===== config.mk =====
export PLATFORM = sky130hd
export DESIGN_NAME = alu_multicycle
export DESIGN_NICKNAME = d
export VERILOG_FILES = /design/src/rtl/alu_multicycle.sv
export SDC_FILE = /design/constraint.sdc
export NUM_CORES = 1
export LEC_CHECK = 0
export ABC_AREA = 0
export CORE_ASPECT_RATIO = 2
export CORE_UTILIZATION = 40
export CTS_CLUSTER_SIZE = 40
export DETAILED_ROUTE_END_ITERATION = 8
export HOLD_SLACK_MARGIN = 0.05
export SETUP_SLACK_MARGIN = 0.4
export SLEW_MARGIN = 25
export SYNTH_ARGS = -nofsm -noshare
export SYNTH_HDL_FRONTEND = slang
export SYNTH_SLANG_ARGS = --single-unit

===== constraint.sdc =====
create_clock -name clk -period 4.7 [get_ports clk]
set_clock_uncertainty 0.1 [all_clocks]
set_input_delay 0.94 -clock clk [delete_from_list [all_inputs] [get_ports clk]]
set_output_delay 0.94 -clock clk [all_outputs]
set_load 0.01 [all_outputs]

===== src/rtl/alu_multicycle.sv =====
// alu_multicycle: multi-cycle ALU sequenced by an IDLE/EXEC/DONE controller.
// Define ALU_MULDIV_EN to build the iterative shift-add MULT / restoring DIV datapath.
module alu_multicycle (
  input  logic        clk,
  input  logic        rst,
  input  logic        start,
  input  logic [3:0]  alu_control,
  input  logic [31:0] a,
  input  logic [31:0] b,
  output logic [31:0] result,
  output logic [31:0] remainder,
  output logic        busy,
  output logic        done,
  output logic        zero,
  output logic        ovf,
  output logic        err
);

  localparam logic [3:0] OP_ADD  = 4'b0000;
  localparam logic [3:0] OP_SUB  = 4'b0001;
  localparam logic [3:0] OP_MOV  = 4'b0100;
  localparam logic [3:0] OP_MOVI = 4'b0101;
`ifdef ALU_MULDIV_EN
  localparam logic [3:0] OP_MULT = 4'b0010;
  localparam logic [3:0] OP_DIV  = 4'b0011;
`endif

  typedef enum logic [1:0] {
    S_IDLE = 2'd0,
    S_EXEC = 2'd1,
    S_DONE = 2'd2
  } state_e;

  state_e      state_q, state_d;
  logic [3:0]  op_q, op_d;
  logic [31:0] a_q, a_d, b_q, b_d;
  logic [31:0] result_q, result_d, rem_q, rem_d;
  logic        zero_q, zero_d, ovf_q, ovf_d, err_q, err_d;
  logic        busy_q, busy_d, done_q, done_d;

  logic        fin_s;
  logic [31:0] res_s, rem_s, add_s, sub_s;
  logic        ovf_s, err_s;

`ifdef ALU_MULDIV_EN
  logic [31:0] hi_q, hi_d, lo_q, lo_d;
  logic [4:0]  cnt_q, cnt_d;
  logic [32:0] mul_sum_s, div_sh_s, div_diff_s;
`endif

  assign add_s = a_q + b_q;
  assign sub_s = a_q - b_q;

`ifdef ALU_MULDIV_EN
  // MULT keeps {hi,lo} as a right-shifting product; DIV shifts the dividend out of lo into hi.
  assign mul_sum_s  = {1'b0, hi_q} + (lo_q[0] ? {1'b0, a_q} : 33'd0);
  assign div_sh_s   = {hi_q, lo_q[31]};
  assign div_diff_s = div_sh_s - {1'b0, b_q};
`endif

  always_comb begin
    state_d  = state_q;
    op_d     = op_q;
    a_d      = a_q;
    b_d      = b_q;
    result_d = result_q;
    rem_d    = rem_q;
    zero_d   = zero_q;
    ovf_d    = ovf_q;
    err_d    = err_q;
    fin_s    = 1'b0;
    res_s    = 32'd0;
    rem_s    = 32'd0;
    ovf_s    = 1'b0;
    err_s    = 1'b0;
`ifdef ALU_MULDIV_EN
    hi_d     = hi_q;
    lo_d     = lo_q;
    cnt_d    = cnt_q;
`endif
    case (state_q)
      S_IDLE, S_DONE: begin
        if (start) begin
          state_d = S_EXEC;
          op_d    = alu_control;
          a_d     = a;
          b_d     = b;
`ifdef ALU_MULDIV_EN
          hi_d    = 32'd0;
          lo_d    = (alu_control == OP_MULT) ? b : a;
          cnt_d   = 5'd0;
`endif
        end else begin
          state_d = S_IDLE;
        end
      end
      S_EXEC: begin
        state_d = S_DONE;
        fin_s   = 1'b1;
        case (op_q)
          OP_ADD: begin
            res_s = add_s;
            ovf_s = (a_q[31] == b_q[31]) && (add_s[31] != a_q[31]);
          end
          OP_SUB: begin
            res_s = sub_s;
            ovf_s = (a_q[31] != b_q[31]) && (sub_s[31] != a_q[31]);
          end
          OP_MOV:  res_s = a_q;
          OP_MOVI: res_s = b_q;
`ifdef ALU_MULDIV_EN
          OP_MULT: begin
            hi_d  = mul_sum_s[32:1];
            lo_d  = {mul_sum_s[0], lo_q[31:1]};
            cnt_d = cnt_q + 5'd1;
            res_s = lo_d;
            if (cnt_q != 5'd31) begin
              state_d = S_EXEC;
              fin_s   = 1'b0;
            end else begin
              state_d = S_DONE;
            end
          end
          OP_DIV: begin
            if (b_q == 32'd0) begin
              res_s = 32'hFFFF_FFFF;
              rem_s = a_q;
              err_s = 1'b1;
            end else begin
              if (!div_diff_s[32]) begin
                hi_d = div_diff_s[31:0];
                lo_d = {lo_q[30:0], 1'b1};
              end else begin
                hi_d = div_sh_s[31:0];
                lo_d = {lo_q[30:0], 1'b0};
              end
              cnt_d = cnt_q + 5'd1;
              res_s = lo_d;
              rem_s = hi_d;
              if (cnt_q != 5'd31) begin
                state_d = S_EXEC;
                fin_s   = 1'b0;
              end else begin
                state_d = S_DONE;
              end
            end
          end
`endif
          default: err_s = 1'b1;
        endcase
      end
      default: state_d = S_IDLE;
    endcase

    // Result flags only move on the final EXEC cycle so they stay stable between DONEs.
    if (fin_s) begin
      result_d = res_s;
      rem_d    = rem_s;
      zero_d   = (res_s == 32'd0);
      ovf_d    = ovf_s;
      err_d    = err_s;
    end else begin
      result_d = result_q;
    end
    busy_d = (state_d == S_EXEC);
    done_d = (state_d == S_DONE);
  end

  // State, captured operands and registered outputs.
  always_ff @(posedge clk or posedge rst) begin
    if (rst) begin
      state_q  <= S_IDLE;
      op_q     <= 4'd0;
      a_q      <= 32'd0;
      b_q      <= 32'd0;
      result_q <= 32'd0;
      rem_q    <= 32'd0;
      zero_q   <= 1'b0;
      ovf_q    <= 1'b0;
      err_q    <= 1'b0;
      busy_q   <= 1'b0;
      done_q   <= 1'b0;
`ifdef ALU_MULDIV_EN
      hi_q     <= 32'd0;
      lo_q     <= 32'd0;
      cnt_q    <= 5'd0;
`endif
    end else begin
      state_q  <= state_d;
      op_q     <= op_d;
      a_q      <= a_d;
      b_q      <= b_d;
      result_q <= result_d;
      rem_q    <= rem_d;
      zero_q   <= zero_d;
      ovf_q    <= ovf_d;
      err_q    <= err_d;
      busy_q   <= busy_d;
      done_q   <= done_d;
`ifdef ALU_MULDIV_EN
      hi_q     <= hi_d;
      lo_q     <= lo_d;
      cnt_q    <= cnt_d;
`endif
    end
  end

  assign result    = result_q;
  assign remainder = rem_q;
  assign zero      = zero_q;
  assign ovf       = ovf_q;
  assign err       = err_q;
  assign busy      = busy_q;
  assign done      = done_q;

endmodule


==> reports/qor.txt <==
CTS Buffer Depth - 2
Final setup viols - 0
Cell accounting for the most synthesized area - dfrtp_1
Crit path DAT - 4.37 ns
Sw Share - 0.4466
Synthesized cell area - 8766 sq um
Clock slew at reported path FFs - 0.08 ns
Antenna Cells - 0
Gate Count Post-Synth - 1066
Port Buffers - 107
Worst Hold Path Cells - 2
Busiest grt layer - met2
Most common cell in the netlist - nand2_1
Fin crit period - 4.179 ns
Drt first pass iters - 5
Worst-skew pair later-pin latency - 0.38 ns
Global route total overflow - 0
Drt first-iter violations - 391
CTS H-tree depth - 3
Max_cap viols - 0
Hold Buf Count CTS - 0
RSZ-0062 raised after global routing - no
Fin crit share - 0.8891
Crit-path max FO - 5
Top post-synthesis cells by count - 114 x nand2_1, 106 x dfrtp_1, 81 x nor2_1
CTS Buf Count - 9
FP Rows - 76
Met2 usage - 0.5288
Layout filler cell count - 2186
Setup TNS - 0 ns
Dpl ws - 0.3812 ns
Mean number of vias per cell - 5.768
PwrDens - 392.1 nW/um^2
FMAX - 0.2393 GHz
Worst Path Class, Setup - reg2reg
Clock power share - 0.195
Clock Root Buffer - clkbuf_16
Yosys cell types - 79
Area Overhead vs Synth - 18.11%
Sequential fraction of design power - 0.289
Static leakage - 0.004551 uW
Final WL - 30440 microns
Met1 Use GR - 0.2685
GP Congestion - 0.9943
CTS tree - yes
Clock Sinks - 106
M3 GR Usage - 0.02648
Worst Setup Start Kind - flip-flop
First-pass GRT wire length - 47000 microns
Vias - 8220
Syn Area/Cell - 8.223 sq um
Worst reg2reg path depth - 17
Sequential share of the synthesized area - 0.3026
Status - completed
Psw - 1813 uW
DRT antenna net count - 0
Slew Limit Fails - 0
Die height - 211.4 microns
Setup crit end kind - flip-flop
Slew HR - 0.4461
Die footprint - 22550 sq um
Final Hold Fails - 0
Vias in the first global route - 8490
Top area cells in the synthesized netlist - dfrtp_1 30%, ha_1 9.0%, mux2_2 5.0%
Critical Path RT - 4.89 ns
Initial antenna violation count - 0
Worst Hold Class - reg2reg
Chip Width - 106.7 microns
Post-DP HPWL - 24260 microns
Max IR drop VDD - 0.2058 mV
Synth async-reset ratio - 1.000
Gr usage total - 0.2772
Final worst setup slack - 0.5211 ns
Drt wl/cell - 21.36 microns
Postcts setup bufs - 0
Final nets - 1283
Worst slew pin tran - 0.8277 ns
Core occupancy in the finished layout - 0.4818
Post-synth top flop - dfrtp_1
Initial core utilization - 0.4079
EDFF count, synth - 0
Yosys warnings - 0
CORE AREA - 21490 sq um
Largest net degree at the start of global routing - 54
Logic pwr share - 0.517
Flops & latches, synth - 106
Int Pwr - 2246 uW
# IOs - 140
Post-route DRC - 0
Share of layout cells above drive strength 1 - 0.08854
Top cell type's share of synthesized area - 0.3026
[state kept, by name, summed over array words and instances (netlist names)]
signal,cells
busy,1
b_q,32
a_q,32
done,1
op_q,4
err,1
result,32
state_q,1
ovf,1
zero,1
[power by group through the flow]
| stage | Sequential [uW] | Combinational (uW) | Clock, uW |
|---|---|---|---|
| 4_1_cts | 1170 | 2070 | 813 |
| 5_1_grt | 1190 | 2270 | 837 |
| 3_3_place_gp | 1180 | 2060 | 0 |
| 2_1_floorplan | 1160 | 1360 | 0 |
| 6_report | 1170 | 2100 | 790 |
| 3_5_place_dp | 1190 | 2060 | 0 |
[layer usage]
layer / wire [microns] / share of wire / vias up
met5: 0 / 0 / -
met4: 2305 / 0.076 / 0
met3: 996 / 0.033 / 97
met2: 16570 / 0.54 / 291
met1: 10570 / 0.35 / 3932
li1: - / - / 3900
[per-stage QoR]
stage | area (sq um) | total power [uW] | hold slack [ns] | std cells
3_5_place_dp | 10030 | 3246 | 0.3582 | 1409
5_1_grt | 10350 | 4296 | 0.3915 | 1425
3_3_place_gp | 10030 | 3247 | 0.3531 | 1409
4_1_cts | 10340 | 4055 | 0.3770 | 1425
6_report | 10350 | 4059 | 0.3722 | 1425
2_1_floorplan | 8882 | 2525 | 0.3262 | 1097
[what timing repair did]
| item | 4_1_cts | 5_1_grt |
|---|---|---|
| pin swaps | 0 | 1 |
| endpoints found under the setup margin | 1 | 1 |
| gates resized for setup | 2 | 8 |
[area by class of cell]
type	instances	area, sq um	area share
Clock buffer	9	225.2	0.02175
Inverter	64	242.7	0.02344
Tap cell	273	341.6	0.03299
Clock inverter	7	81.33	0.007855
Sequential cell	106	2654	0.2563
Timing Repair Buffer	130	1256	0.1213
Multi-Input combinational cell	836	5553	0.5363
[worst max-delay path: stages, from the launching register on]
cell and delay, ns:
dfrtp_1 0.42, ha_1 0.19, inv_1 0.06, fa_1 0.41
o21bai_1 0.27, a2111oi_1 0.14, buf_4 0.17, nor3b_1 0.37
o21ai_1 0.21, buf_4 0.18, o211ai_1 0.39, mux2i_1 0.16
xnor2_1 0.16, a21oi_1 0.14, nor2_1 0.08, and4bb_1 0.32
nand4b_1 0.12, o31ai_2 0.19
[final timing paths]
check                                 startpoint                     end  slack [ns]
setup reg to reg              b_q[0]$_DFFE_PP0P_        zero$_DFFE_PP0P_        0.52
min in group asynchronous                    rst     a_q[13]$_DFFE_PP0P_        0.87
setup / recovery              b_q[0]$_DFFE_PP0P_        zero$_DFFE_PP0P_        0.52
max in group asynchronous                    rst  result[23]$_DFFE_PP0P_        2.87
hold reg to reg            result[1]$_DFFE_PP0P_   result[1]$_DFFE_PP0P_        0.37
hold / removal             result[1]$_DFFE_PP0P_   result[1]$_DFFE_PP0P_        0.37
[cells by family after synthesis]
group	Yosys count	synth area share
compound gates	298	0.2211
xor+xnor	31	0.03097
fa+ha+maj	65	0.09449
buf+inv	155	0.08050
flops	106	0.3026
mux	73	0.08892
other cells	1	0.0004278
simple gates	337	0.1810
[cells in the final DEF, fill, tap and decap left out, types with 5 or more instances in the layout]
| cell type | instances |
|---|---|
| a211o_1 | 5 |
| a31oi_1 | 9 |
| inv_1 | 62 |
| o22ai_1 | 8 |
| a211oi_1 | 13 |
| a21oi_1 | 71 |
| dfrtp_1 | 105 |
| a221oi_1 | 5 |
| or2_2 | 7 |
| nand2b_1 | 13 |
| o31ai_1 | 14 |
| mux2i_1 | 34 |
| mux2_2 | 39 |
| xnor2_1 | 26 |
| nor2b_1 | 13 |
| nor3_1 | 37 |
| clkdlybuf4s50_1 | 107 |
| buf_4 | 22 |
| o211ai_1 | 12 |
| o21a_1 | 6 |
| nand3_1 | 21 |
| xor2_1 | 5 |
| clkbuf_16 | 9 |
| a21o_1 | 19 |
| nand2_1 | 114 |
| o21ai_0 | 73 |
| conb_1 | 32 |
| nor3b_1 | 5 |
| nor4_1 | 10 |
| nand4_1 | 10 |
| ha_1 | 62 |
| or3_1 | 6 |
| nor2_1 | 81 |
| o21bai_1 | 8 |
Note: power is estimated with default switching activity, not from simulation.
